[config.mk]
export PLATFORM = sky130hd
export DESIGN_NAME = wb_arbiter_2
export DESIGN_NICKNAME = d
export VERILOG_FILES = /design/src/rtl/wb_arbiter_2.sv
export SDC_FILE = /design/constraint.sdc
export NUM_CORES = 1
export LEC_CHECK = 0
export BUFFER_PORTS_ARGS = -buffer_cell sky130_fd_sc_hd__buf_2
export CAP_MARGIN = 20
export CORE_AREA = 2 2 364 366
export DETAILED_ROUTE_END_ITERATION = 10
export DIE_AREA = 0 0 366 368
export PLACE_DENSITY = 0.3
export SETUP_SLACK_MARGIN = 0.02
export SLEW_MARGIN = 20
export SYNTH_ARGS = -nofsm -noshare
export SYNTH_HDL_FRONTEND = slang
export SYNTH_SLANG_ARGS = --single-unit
[constraint.sdc]
create_clock -name clk -period 4.9 [get_ports clk]
set_clock_uncertainty 0.2 [all_clocks]
set_input_delay 0.49 -clock clk [delete_from_list [all_inputs] [get_ports clk]]
set_output_delay 0.49 -clock clk [all_outputs]
set_load 0.02 [all_outputs]
[src/rtl/wb_arbiter_2.sv]
// Two-master Wishbone classic arbiter: round-robin grant held for the whole cyc, watchdog turns a hung slave into err.
// Grant is registered (one cycle from request); once granted, the datapath and slave responses pass through combinationally.
module wb_arbiter_2 #(
  parameter int DATA_WIDTH   = 128,
  parameter int ADDR_WIDTH   = 32,
  parameter int SELECT_WIDTH = DATA_WIDTH / 8,
  parameter int TIMEOUT      = 255
) (
  input  logic                    clk,
  input  logic                    rst,

  input  logic [ADDR_WIDTH-1:0]   wbm0_adr_i,
  input  logic [DATA_WIDTH-1:0]   wbm0_dat_i,
  output logic [DATA_WIDTH-1:0]   wbm0_dat_o,
  input  logic                    wbm0_we_i,
  input  logic [SELECT_WIDTH-1:0] wbm0_sel_i,
  input  logic                    wbm0_stb_i,
  input  logic                    wbm0_cyc_i,
  output logic                    wbm0_ack_o,
  output logic                    wbm0_err_o,
  output logic                    wbm0_rty_o,

  input  logic [ADDR_WIDTH-1:0]   wbm1_adr_i,
  input  logic [DATA_WIDTH-1:0]   wbm1_dat_i,
  output logic [DATA_WIDTH-1:0]   wbm1_dat_o,
  input  logic                    wbm1_we_i,
  input  logic [SELECT_WIDTH-1:0] wbm1_sel_i,
  input  logic                    wbm1_stb_i,
  input  logic                    wbm1_cyc_i,
  output logic                    wbm1_ack_o,
  output logic                    wbm1_err_o,
  output logic                    wbm1_rty_o,

  output logic [ADDR_WIDTH-1:0]   wbs_adr_o,
  input  logic [DATA_WIDTH-1:0]   wbs_dat_i,
  output logic [DATA_WIDTH-1:0]   wbs_dat_o,
  output logic                    wbs_we_o,
  output logic [SELECT_WIDTH-1:0] wbs_sel_o,
  output logic                    wbs_stb_o,
  input  logic                    wbs_ack_i,
  input  logic                    wbs_err_i,
  input  logic                    wbs_rty_i,
  output logic                    wbs_cyc_o,

  output logic [1:0]              grant
);

  typedef enum logic [1:0] {
    S_IDLE = 2'd0,
    S_GNT0 = 2'd1,
    S_GNT1 = 2'd2
  } state_t;

  localparam logic [15:0] LP_WDOG_LAST = 16'(TIMEOUT - 1);

  state_t      r_state;
  logic        r_last_grant;
  logic [1:0]  r_grant;
  logic [15:0] r_wdog;

  logic w_gnt0;
  logic w_gnt1;
  logic w_gnt_stb;
  logic w_slv_rsp;
  logic w_timeout_hit;

  assign w_gnt0        = (r_state == S_GNT0);
  assign w_gnt1        = (r_state == S_GNT1);
  assign w_gnt_stb     = (w_gnt0 & wbm0_stb_i) | (w_gnt1 & wbm1_stb_i);
  assign w_slv_rsp     = wbs_ack_i | wbs_err_i | wbs_rty_i;
  // A real slave response in the last allowed cycle beats the forced err.
  assign w_timeout_hit = w_gnt_stb & ~w_slv_rsp & (r_wdog == LP_WDOG_LAST);

  always_ff @(posedge clk) begin
    if (rst) begin
      r_state      <= S_IDLE;
      r_last_grant <= 1'b1;
      r_grant      <= 2'b00;
    end else begin
      case (r_state)
        S_IDLE: begin
          if (wbm0_cyc_i && (!wbm1_cyc_i || r_last_grant)) begin
            r_state <= S_GNT0;
            r_grant <= 2'b01;
          end else if (wbm1_cyc_i) begin
            r_state <= S_GNT1;
            r_grant <= 2'b10;
          end
        end
        S_GNT0: begin
          if (!wbm0_cyc_i) begin
            r_state      <= S_IDLE;
            r_grant      <= 2'b00;
            r_last_grant <= 1'b0;
          end
        end
        S_GNT1: begin
          if (!wbm1_cyc_i) begin
            r_state      <= S_IDLE;
            r_grant      <= 2'b00;
            r_last_grant <= 1'b1;
          end
        end
        default: begin
          r_state <= S_IDLE;
          r_grant <= 2'b00;
        end
      endcase
    end
  end

  always_ff @(posedge clk) begin
    if (rst || !w_gnt_stb || w_slv_rsp || w_timeout_hit) begin
      r_wdog <= 16'd0;
    end else begin
      r_wdog <= r_wdog + 16'd1;
    end
  end

  always_comb begin
    wbs_adr_o  = '0;
    wbs_dat_o  = '0;
    wbs_we_o   = 1'b0;
    wbs_sel_o  = '0;
    wbs_cyc_o  = 1'b0;
    wbs_stb_o  = 1'b0;
    wbm0_ack_o = 1'b0;
    wbm0_err_o = 1'b0;
    wbm0_rty_o = 1'b0;
    wbm1_ack_o = 1'b0;
    wbm1_err_o = 1'b0;
    wbm1_rty_o = 1'b0;
    if (w_gnt0) begin
      wbs_adr_o  = wbm0_adr_i;
      wbs_dat_o  = wbm0_dat_i;
      wbs_we_o   = wbm0_we_i;
      wbs_sel_o  = wbm0_sel_i;
      wbs_cyc_o  = wbm0_cyc_i;
      wbs_stb_o  = wbm0_stb_i & ~w_timeout_hit;
      wbm0_ack_o = wbs_ack_i;
      wbm0_err_o = wbs_err_i | w_timeout_hit;
      wbm0_rty_o = wbs_rty_i;
    end else if (w_gnt1) begin
      wbs_adr_o  = wbm1_adr_i;
      wbs_dat_o  = wbm1_dat_i;
      wbs_we_o   = wbm1_we_i;
      wbs_sel_o  = wbm1_sel_i;
      wbs_cyc_o  = wbm1_cyc_i;
      wbs_stb_o  = wbm1_stb_i & ~w_timeout_hit;
      wbm1_ack_o = wbs_ack_i;
      wbm1_err_o = wbs_err_i | w_timeout_hit;
      wbm1_rty_o = wbs_rty_i;
    end
  end

  assign wbm0_dat_o = wbs_dat_i;
  assign wbm1_dat_o = wbs_dat_i;
  assign grant      = r_grant;

  a_grant_onehot: assert property (@(posedge clk) disable iff (rst) $onehot0(grant));
  a_cyc_granted:  assert property (@(posedge clk) disable iff (rst) wbs_cyc_o |-> (grant != 2'b00));
  a_no_handoff01: assert property (@(posedge clk) disable iff (rst) (grant == 2'b01) |=> (grant != 2'b10));
  a_no_handoff10: assert property (@(posedge clk) disable iff (rst) (grant == 2'b10) |=> (grant != 2'b01));
  a_tmo_single:   assert property (@(posedge clk) disable iff (rst)
                    ((TIMEOUT > 1) && w_timeout_hit) |=> !w_timeout_hit);

endmodule
# Word-level counts from Yosys, hierarchy flattened
# Cells that the tools add are included.
# Widths: inputs -> output; s select.
# word_totals
mem_count,0
elab_cells,62
output_inout_bits,443
latchBits,0
ramBits,0
ff_bits,19
romBits,0
inputBits,491
# op_classes
shifts,0
n_addsub,1
n_lt_le_gt_ge,0
bitwise,12
mux,29
div_mod_pow,0
n_eq_ne,6
mul,0
reduce_logical,11
# op_table
cell,count
$mux 128,2
$mux 32,2
$mux 16,2
$mux 1,17
$add 16x1->16 const B,1
$eq 16x8->1 const B,1
$mux 2,4
$and 1x1->1,6
$pmux 2 s3,1
$reduce_and 3->1,2
$logic_or 1x1->1,4
$ne 2x2->1 const B,2
$or 1x1->1,4
$ne 3x3->1 const B,1
$eq 2x1->1 const B,1
$eq 2x2->1 const B,1
$logic_not 1->1,2
$logic_not 2->1,1
$not 1->1,2
$pmux 1 s2,1
$reduce_bool 2->1,1
$logic_and 1x1->1,1

# Depth between registers and ports, before layout
# logic_depth
depth_word,9
ltp_mapped,8
ltp_nobuf,6

# Least setup slack after synthesis
# OpenSTA, ideal clock, no wires.
# synth_path
kind,flip-flop to output port
startpoint,"register, netlist name grant[0]"
endpoint,output port wbm0_err_o
stages_incl_launch_ff,6
required_ns,4.210
t_arrival_ns,1.792
n_path_buf,3
path_slack_ns,2.418
path_cell_list,dfxtp_1 > nor2b_1 > clkbuf_1 > clkbuf_1 > buf_2 > nor2b_1
# synth_lines
item,line_no,rtl
end: declaration,20,"output logic wbm0_err_o,"

==> results.txt <==
- Headroom to the max-slew limit came out at 58.6%.
- Leak Pwr: roughly 3.4 nW
- Ratio of cells with drive above 1 in the final layout: 66.6%
- In the final design database the tool counted ~1300 nets.
- Pin count of the biggest net entering global routing: between 90 and 100
- Summed over all nets, the half-perimeter wirelength after detailed placement is ~77000 µm.
- Clock-pin slew was measured on the worst setup and hold paths at ~60 ps.
- The longest clock path from root to sink contains 2 buffers.
- Setup TNS after final layout: 0 ps
* Worst setup SP type: register
- TritonCTS built the clock tree.
* Area of the die: around 130000 µm²
* Initial antenna violation count: 58
- Synthesized Nets: about 1100
- Of the total power, the share spent switching nets is 53.5%.
- Leaving out fill and tap cells, the most frequent cells in the layout are sky130_fd_sc_hd__buf_2 (549), sky130_fd_sc_hd__a22o_1 (177), sky130_fd_sc_hd__nor2_1 (20), sky130_fd_sc_hd__dfxtp_1 (19), sky130_fd_sc_hd__xnor2_1 (9).
- The final-report hold violation count was 0.
- Setup-violating endpoint count in the final report: 0
- FMAX: about 320 MHz
- WL per Instance: 31.5 µm
- Total power: ~1.1 mW
- Logic gate share of total power: between 70 and 80%
* H-tree depth: 1
* Top cell type by total area after synthesis: sky130_fd_sc_hd__buf_4
* Tightest Pin Transition: 622 ps
- Starting density of the core: between 3 and 4%
- Data on the critical path arrives at its endpoint at between 2000 and 2500 ps.
- Distinct cell type count after synthesis: 34
- Power density over the cells: roughly 150 nW/µm²
- Setup repair after global routing left no endpoint under its margin.
* Hold WC Path Type: in2reg
- Setup crit start: grant[0]$_SDFFE_PP0P_
- After filler insertion, the fill cell instance count of the layout stands at 15700.
* Cell with the biggest individual delay on the critical path: sky130_fd_sc_hd__a22o_1
* Largest fanout on the critical path: 76
* Overflow left after global routing: 0
* Fin util: a little under 6%
- The first detailed-routing pass ran for 5 iterations.
- In this run the vertical extent of the chip is 368 µm.
- Registers are responsible for ~14% of the overall power.
* Origin of the worst min-delay path: rst
- Number of CTS-inserted buffers: 3
- The number of setup buffers added after CTS is 0.
* Total vias in the final route: slightly above 6000
- The signal on the critical path passes through nor2b_4, buf_12, a22o_1, buf_2.
* Total routed wirelength: ~82000 µm
* Final Hold Slack: between 200 and 300 ps
- For the finished layout, the period the worst path requires is about 3100 ps.
* Buffers plus inverters on the worst setup path: 2
- After detailed routing, the number of vias per cell comes to between 2 and 2.5.
* Top-area cell type share of the netlist area: between 40% and 50%
* Overall die width: 366 µm
* Total area of sequential cells: 380 µm²
- In the finished design, the share of the clock period the worst path needs comes to between 60 and 70%.
- The clock network is responsible for about 15% of the overall power.
* Post-synthesis to final-layout area growth: 65.9%
- After detailed routing, the number of remaining DRC violations is 0.
* Final count of pins violating max slew: 0
* Net switching power: slightly above 600 µW
* Number of maximum-capacitance constraint violations: 0
- Place WS: just over 2000 ps
- In this run the cell area of the synthesized design comes to ~4600 µm².
* Resized cells post-CTS: 0
* First-iteration detailed-routing DRC count: roughly 340
- The via count of the first global-routing pass was approximately 5900.
- Count of hold buffers inserted by post-cts repair: 0
- Rows: roughly 130
- For the worst-skew pair, the clock arrives at the later sink with an insertion delay of approximately 250 ps.
- The first global-routing pass estimated around 95000 µm of wire.
* Number of I/O pins: approximately 930
- Kind of cell adding the most delay to the critical path: buffers and inverters
- The critical path is of the reg2out type.
- The clock drives 19 sinks.
- Clock Root Buffer: sky130_fd_sc_hd__clkbuf_16
- Internal power summed over all cells: around 530 µW
- Remaining antenna violation count: 0
- The run finished with clean final reports.
- Summing all multi-input logic gate instances after layout gives 2100 µm².
- IO buf count: around 550
- Count of state elements after synthesis: 19
- Reg2Reg Launch Point: grant[0]$_SDFFE_PP0P_
* Fraction of the yosys area taken by sequential cells: under 10%
- The congestion estimate from routability-driven global placement came to a little over 0.9.
* Crit path required time: about 4200 ps
- Leading post-synthesis cells by cell area: sky130_fd_sc_hd__buf_4 (42%), sky130_fd_sc_hd__a22o_1 (34%), sky130_fd_sc_hd__dfxtp_1 (8.3%)
* Mean instance size in the synthesized netlist: between 7 and 8 µm²
* Max IR drop VDD: between 0.08 and 0.09 mV
- Worst stage delay on the critical path: 550 ps
- The worst path meets setup with around 1800 ps of slack.
- Leading cell type in the layout, fill and taps excluded: sky130_fd_sc_hd__buf_2
* Crit path capture type: output pin
* Floorplan core area: about 130000 µm²
- Global routing used between 10% and 20% of the available tracks.
- Counting every instance in the synthesized netlist gives just under 600.
* Total of warnings raised by yosys: 0
## cells by family after synthesis
logic type                 count (synthesis)  share of synthesized area [%]
xor gates and xnor gates                  14                           2.67
buffers and inverters                    302                           46.3
and+or+nand+nor                           60                           7.15
AOI/OAI and AO/OA                        185                           35.0
adders and majority gates                  2                          0.545
DFF                                       19                           8.29
## metal layers
metal	vias to the layer above	global-route usage, %	wire length [µm]	share of wire [%]
li1	2383	-	-	-
met1	2716	13.5	32300	39
met2	791	17.8	35200	43
met3	142	8.12	13200	16
met4	50	1.02	1090	1.3
met5	-	0	346	0.42
## synth_stat cells, drive strengths merged
cell,number
a21oi,2
a22o,177
a22oi,1
a311oi,1
a31oi,2
and2,4
and3,1
and4,1
buf,270
clkbuf,28
dfxtp,19
ha,2
inv,4
nand2,4
nand2b,2
nand3,6
nand4,4
nand4b,1
nor2,20
nor2b,3
nor3,6
nor4,4
nor4b,1
o21ai,1
o21bai,1
or3,1
or4,1
or4b,1
xnor2,9
xor2,5
## flip-flops by register name, indices dropped and copies added, names as in the netlist
signal	cells
grant	2
r_last_grant	1
r_wdog	16
## layout make-up
cell class              instances  area share (%)
diodes                          6           0.197
multi-input cells             261            27.6
inverters                       4           0.197
clock buffers                   4            1.04
flip-flops and latches         19            5.00
well taps                    1755            28.9
repair buffers                553            37.2
## power groups by stage
stage / logic, mW / clock network [mW] / registers [mW]
global route: 0.854 / 0.184 / 0.160
CTS: 0.845 / 0.174 / 0.160
floorplan: 0.608 / 0 / 0.163
global placement: 0.846 / 0 / 0.163
detailed placement: 0.840 / 0 / 0.163
finish: 0.811 / 0.170 / 0.160
## final timing paths
| kind | endpoint | slack [ps] | cells past startpoint |
|---|---|---|---|
| max | wbs_dat_o[116] | 1800 | 4 |
| min | grant[0]$_SDFFE_PP0P_ | 260 | 2 |
| max reg2reg | r_wdog[0]$_SDFF_PP0_ | 2570 | 4 |
| min reg2reg | r_wdog[15]$_SDFF_PP0_ | 330 | 2 |
## stage by stage
| stage | cells | cell area, µm² |
|---|---|---|
| after floorplan | 582 | 4590 |
| after global placement | 2592 | 7520 |
| after detailed placement | 2592 | 7520 |
| after CTS | 2596 | 7590 |
| after global routing | 2597 | 7600 |
| final | 2602 | 7610 |
(Power assumes the default switching activity.)
